[config.mk]
export PLATFORM = sky130hd
export DESIGN_NAME = axis_rgb_packer
export DESIGN_NICKNAME = d
export VERILOG_FILES = /design/src/rtl/axis_rgb_packer.sv
export SDC_FILE = /design/constraint.sdc
export NUM_CORES = 1
export LEC_CHECK = 0
export ABC_AREA = 1
export CAP_MARGIN = 20
export CORE_ASPECT_RATIO = 0.5
export CORE_MARGIN = 2
export CORE_UTILIZATION = 45
export CTS_BUF_LIST = sky130_fd_sc_hd__clkbuf_16
export DETAILED_ROUTE_END_ITERATION = 6
export PLACE_DENSITY = 0.69
export SETUP_SLACK_MARGIN = 0.02
export SLEW_MARGIN = 30
export SYNTH_ARGS = -nofsm -noshare
export SYNTH_HDL_FRONTEND = slang
export SYNTH_SLANG_ARGS = --single-unit
[constraint.sdc]
create_clock -name clk -period 2.5 [get_ports clk]
set_clock_uncertainty 0.2 [all_clocks]
set_input_delay 0.375 -clock clk [delete_from_list [all_inputs] [get_ports clk]]
set_output_delay 0.375 -clock clk [all_outputs]
set_load 0.02 [all_outputs]
[src/rtl/axis_rgb_packer.sv]
// Packs an R,G,B byte stream into 32-bit {0,B,G,R} pixel words and checks s_tlast against the frame length.
// Define AXIS_RGB_PACKER_RESYNC_EN to realign phase and pixel count on a framing mismatch.
module axis_rgb_packer #(
    parameter int unsigned H_VISIBLE = 640,
    parameter int unsigned V_VISIBLE = 480,
    parameter int unsigned FRAME_PIX = H_VISIBLE * V_VISIBLE
) (
    input  logic        clk,
    input  logic        rstn,
    input  logic [7:0]  s_tdata,
    input  logic        s_tvalid,
    output logic        s_tready,
    input  logic        s_tlast,
    output logic [31:0] m_tdata,
    output logic        m_tvalid,
    input  logic        m_tready,
    output logic        m_tlast,
    output logic        frame_err,
    output logic [15:0] err_cnt
);
    localparam int unsigned PIX_W = (FRAME_PIX > 1) ? $clog2(FRAME_PIX) : 1;
    localparam logic [PIX_W-1:0] PIX_LAST = PIX_W'(FRAME_PIX - 1);

    typedef enum logic [1:0] {
        PH_R = 2'd0,
        PH_G = 2'd1,
        PH_B = 2'd2
    } phase_e;

    phase_e             ph_q, ph_d;
    logic [7:0]         r_q, r_d, g_q, g_d;
    logic [PIX_W-1:0]   pix_q, pix_d;
    logic               rdy_q;
    logic               err_q, err_d;
    logic [15:0]        err_cnt_q, err_cnt_d;

    // Two-entry output FIFO; each entry holds {tlast, B, G, R}.
    logic [24:0]        mem_q [2];
    logic               wr_ptr_q, rd_ptr_q;
    logic [1:0]         cnt_q, cnt_d;

    logic               accept, wr_en, rd_en, wr_last;
    logic [24:0]        wr_word;

    assign m_tvalid  = (cnt_q != 2'd0);
    assign m_tdata   = {8'h00, mem_q[rd_ptr_q][23:0]};
    assign m_tlast   = m_tvalid & mem_q[rd_ptr_q][24];
    assign s_tready  = rdy_q & ((ph_q != PH_B) | (cnt_q != 2'd2));
    assign frame_err = err_q;
    assign err_cnt   = err_cnt_q;

    assign accept = s_tvalid & s_tready;
    assign rd_en  = m_tvalid & m_tready;

    always_comb begin
        ph_d    = ph_q;
        r_d     = r_q;
        g_d     = g_q;
        pix_d   = pix_q;
        wr_en   = 1'b0;
        wr_last = (pix_q == PIX_LAST);
        err_d   = 1'b0;
        if (accept) begin
            case (ph_q)
                PH_R: begin
                    r_d  = s_tdata;
                    ph_d = PH_G;
                end
                PH_G: begin
                    g_d  = s_tdata;
                    ph_d = PH_B;
                end
                default: begin
                    wr_en = 1'b1;
                    ph_d  = PH_R;
                    pix_d = (pix_q == PIX_LAST) ? '0 : pix_q + PIX_W'(1);
                end
            endcase
            if (ph_q != PH_B) begin
                if (s_tlast) begin
                    err_d = 1'b1;
`ifdef AXIS_RGB_PACKER_RESYNC_EN
                    ph_d  = PH_R;
                    pix_d = '0;
`endif
                end
            end else if (s_tlast != (pix_q == PIX_LAST)) begin
                err_d = 1'b1;
`ifdef AXIS_RGB_PACKER_RESYNC_EN
                // Early end: close the frame here; a late end already carries tlast.
                if (s_tlast) begin
                    wr_last = 1'b1;
                    pix_d   = '0;
                end
`endif
            end
        end
        wr_word   = {wr_last, s_tdata, g_q, r_q};
        cnt_d     = cnt_q + {1'b0, wr_en} - {1'b0, rd_en};
        err_cnt_d = (err_d && (err_cnt_q != '1)) ? err_cnt_q + 16'd1 : err_cnt_q;
    end

    always_ff @(posedge clk) begin
        if (!rstn) begin
            ph_q      <= PH_R;
            r_q       <= '0;
            g_q       <= '0;
            pix_q     <= '0;
            rdy_q     <= 1'b0;
            err_q     <= 1'b0;
            err_cnt_q <= '0;
            wr_ptr_q  <= 1'b0;
            rd_ptr_q  <= 1'b0;
            cnt_q     <= '0;
            for (int unsigned i = 0; i < 2; i++) begin
                mem_q[i] <= '0;
            end
        end else begin
            ph_q      <= ph_d;
            r_q       <= r_d;
            g_q       <= g_d;
            pix_q     <= pix_d;
            rdy_q     <= 1'b1;
            err_q     <= err_d;
            err_cnt_q <= err_cnt_d;
            cnt_q     <= cnt_d;
            wr_ptr_q  <= wr_ptr_q ^ wr_en;
            rd_ptr_q  <= rd_ptr_q ^ rd_en;
            if (wr_en) begin
                mem_q[wr_ptr_q] <= wr_word;
            end
        end
    end
endmodule

==> PnR_summary.wiki <==
{| class="wikitable"
! Metric !! Value
|-
| Placed Cells incl. Taps || 831
|-
| Cell with the biggest individual delay on the critical path || clkdlybuf4s50_1
|-
| Ratio of cells with drive above 1 in the final layout || 0.0912
|-
| Power density over cell area || 625 nW/um2
|-
| Cell taking the most area after synthesis || edfxtp_1
|-
| Wire length on met3 || 334 um
|-
| Worst hold path class || register to register
|-
| TritonCTS clock tree || built
|-
| Number of nets in the layout || 713
|-
| Routed length on met2 || 5200 um
|-
| Global-route wire length before repair || 18700 um
|-
| Number of buffer cells added on primary ports || 56
|-
| Most used cell along the critical path || nand2_1
|-
| Die outline width || 156 um
|-
| Fillers || 1035
|-
| Worst voltage drop across the vdd grid || 385 uV
|-
| Max-cap violations || 0
|-
| Via count of the first global-routing pass || 3934
|-
| Post-synth EDFFs || 50
|-
| Post-route DRC violation count || 0
|-
| Cell chain of the critical path || inv_2 -> buf_6 -> nand2_1 -> nand2_1 -> clkdlybuf4s50_1
|-
| Mean area per synthesized cell || 8.16 um2
|-
| Maximum number of pins on one net before global-route repair || 27
|-
| Cell types with the largest area share after synthesis || edfxtp_1 (29%), dfxtp_1 (23%), nand2_1 (12%)
|-
| Sum of overflow across all layers after global routing || 0
|-
| Run status || complete, no violations
|-
| Top metal layer carrying routed signals || met4
|-
| Initial antenna violation count || 0
|-
| Total Negative Setup Slacks || 0 ns
|-
| Largest buffer count on any clock path || 2
|-
| Path depth of the worst reg2reg path || 11
|-
| CP Depth || 5
|-
| CP delay by family, top || buffers and inverters
|-
| Cts bufs inserted || 9
|-
| Cells after Synth || 640
|-
| Time the final worst path needs with I/O delays and setup || 2.40 ns
|-
| Drt pass-1 iters || 4
|-
| Final max-slew violation count || 0
|-
| Mapped Area || 5220 um2
|-
| Hold Path Stages || 2
|-
| Most frequently used flop master after synthesis || dfxtp_1
|-
| Setup crit start kind || register
|-
| Final standard cell count with taps included and fillers excluded || 847
|-
| Count of nets left with antenna violations after detail routing || 0
|-
| Fin Hold WS || 0.277 ns
|-
| Area fraction of the dominant cell type after synthesis || 0.287
|-
| Via Count || 4154
|-
| HPWL after detailed placement || 7530 um
|-
| Clock-pin slew of the registers on the worst-case setup and hold paths || 0.07 ns
|-
| Yosys warns || 0
|-
| Transition time at the pin with the least slew margin || 0.510 ns
|-
| Period Utilization, post-route || 0.960
|-
| Setup repair after global routing missed its margin || false
|-
| Data arrival at the endpoint of the critical path || 1.83 ns
|-
| Async S/R FF share, synth || 0
|-
| Total of endpoints with negative setup slack in the final report || 0
|-
| Routed Wire Length || 10900 um
|-
| Required time of the critical path || 1.92 ns
|-
| Hold violation count in the final report || 0
|-
| Fraction of the yosys area taken by sequential cells || 0.517
|-
| Starting DRT DRC Count || 248
|-
| Placement Rows || 27
|-
| H-Tree Level Count || 3
|-
| Num Clock Sinks || 110
|-
| Core Region || 11100 um2
|-
| Cell chosen for the clock root || clkbuf_16
|-
| Total track usage || 0.187
|-
| Crit path capture type || primary output
|-
| Static leakage || 0.00240 uW
|-
| Crit path kind || register to primary output
|-
| FF+latch count, synth || 110
|-
| Routed wirelength normalized by instance count || 12.9 um
|-
| N_diodes || 0
|-
| Max-slew headroom at the worst pin || 0.659
|-
| Worst skew pair latency || 0.35 ns
|-
| Die ar. || 12500 um2
|-
| I/O pins || 65
|-
| Met1 wire length || 5220 um
|-
| Max Freq || 417 MHz
|-
| Maximum fanout encountered on the critical timing path || 18
|-
| Unique cell type count in the Yosys netlist || 37
|-
| Critical path's largest stage delay || 0.61 ns
|-
| Number of buffer and inverter stages on the critical path || 3
|-
| Gp weighted congestion || 0.834
|-
| P&R area growth vs syn || 19.8%
|-
| Starting density of the core || 0.469
|-
| Via density || 4.90
|-
| Overall die height || 80.2 um
|}
[cells in the final DEF (no fill, tap or decap), drive strengths merged]
master,synthesis,layout
nand2,166,166
nor2,101,101
inv,60,64
dfxtp,60,60
clkdlybuf4s50,0,55
a21oi,52,52
edfxtp,50,50
nand3,39,39
o21ai,23,23
xor2,18,18
buf,19,15
nor3,13,13
clkbuf,13,9
conb,1,8
nand4,7,7
clkinv,2,5
nand3b,4,4
xnor2,3,3
ha,3,3
or2,2,2
a31oi,1,1
nor4,1,1
nor3b,1,1
and2,1,1
dlymetal6s2s,0,1
[synth_stat cells, types with 6 or more instances]
cell type,n
nand2_1,161
nor2_1,92
dfxtp_1,60
inv_1,52
a21oi_1,51
edfxtp_1,50
nand3_1,35
o21ai_0,20
xor2_1,18
nor3_1,13
clkbuf_1,12
buf_4,10
inv_2,8
buf_2,7
nand4_1,6
[power breakdown]
part           internal, uW  total [uW]  switching [uW]
combinational           213         541             328
sequential             1930        1960            28.6
clock                   710        1410             699
total                  2860        3910            1060
[sequential cells by signal, summed over array words and instances, names as in the netlist, named ones only]
register / flops
err_cnt: 16
frame_err: 1
ph_q: 2
g_q: 8
mem_q: 50
wr_ptr_q: 1
rdy_q: 1
pix_q: 19
cnt_q: 2
r_q: 8
rd_ptr_q: 1
[worst reg2reg max path: stages, from the launching register on]
cell and delay [ns]:
dfxtp_1 0.40, ha_1 0.27, nand3_1 0.14, inv_2 0.08, nand2_1 0.09, nor2_4 0.16
nand2_2 0.08, nand2_4 0.08, nand4_2 0.22, buf_4 0.26, nand2_1 0.07, a21oi_1 0.07
[through the flow]
stage          utilization  total power (uW)  setup slack [ns]  area (um2)
6_report             0.561              3910            0.0995        6260
5_1_grt              0.561              4080            0.0226        6260
4_1_cts              0.561              3940            0.0277        6250
3_5_place_dp         0.534              2540             0.282        5950
3_3_place_gp         0.534              2540             0.352        5950
2_1_floorplan            -              2320             0.113        5260
[logic make-up after synthesis]
| kind of cell | Yosys count | synth area share |
|---|---|---|
| xor gates and xnor gates | 21 | 0.0352 |
| other | 1 | 0.000718 |
| DFF | 110 | 0.517 |
| buffers and inverters | 94 | 0.0800 |
| adders and majority gates | 3 | 0.00719 |
| and+or+nand+nor | 335 | 0.281 |
| AOI/OAI and AO/OA | 76 | 0.0781 |
[per-layer routing]
| metal | global-route usage | up-vias |
|---|---|---|
| li1 | - | 2159 |
| met1 | 0.232 | 1924 |
| met2 | 0.331 | 58 |
| met3 | 0.0480 | 13 |
| met4 | 0.0440 | 0 |
| met5 | 0 | - |
[final cells by class]
type                    instances  area (um2)  area share
well taps                     145         181      0.0290
flip-flops and latches        110        2700       0.432
multi-input cells             443        2130       0.341
inverters                      62         233      0.0372
repair buffers                 71         704       0.113
clock inverters                 7        75.1      0.0120
clock buffers                   9         225      0.0360
[path summary, 6_finish.rpt]
kind	startpoint	to	slack [ns]
min reg2reg	pix_q[11]	pix_q[11]	0.28
max	register	m_tdata[19]	0.1
min	pix_q[11]	pix_q[11]	0.28
max reg2reg	pix_q[0]	err_cnt[13]	0.26
[timing repair]
item	4_1_cts	5_1_grt
endpoints found under the setup margin	0	18
gates resized for setup	0	2
setup buffers	0	0
hold buffers	0	0
Note: power is estimated with default switching activity, not from simulation.
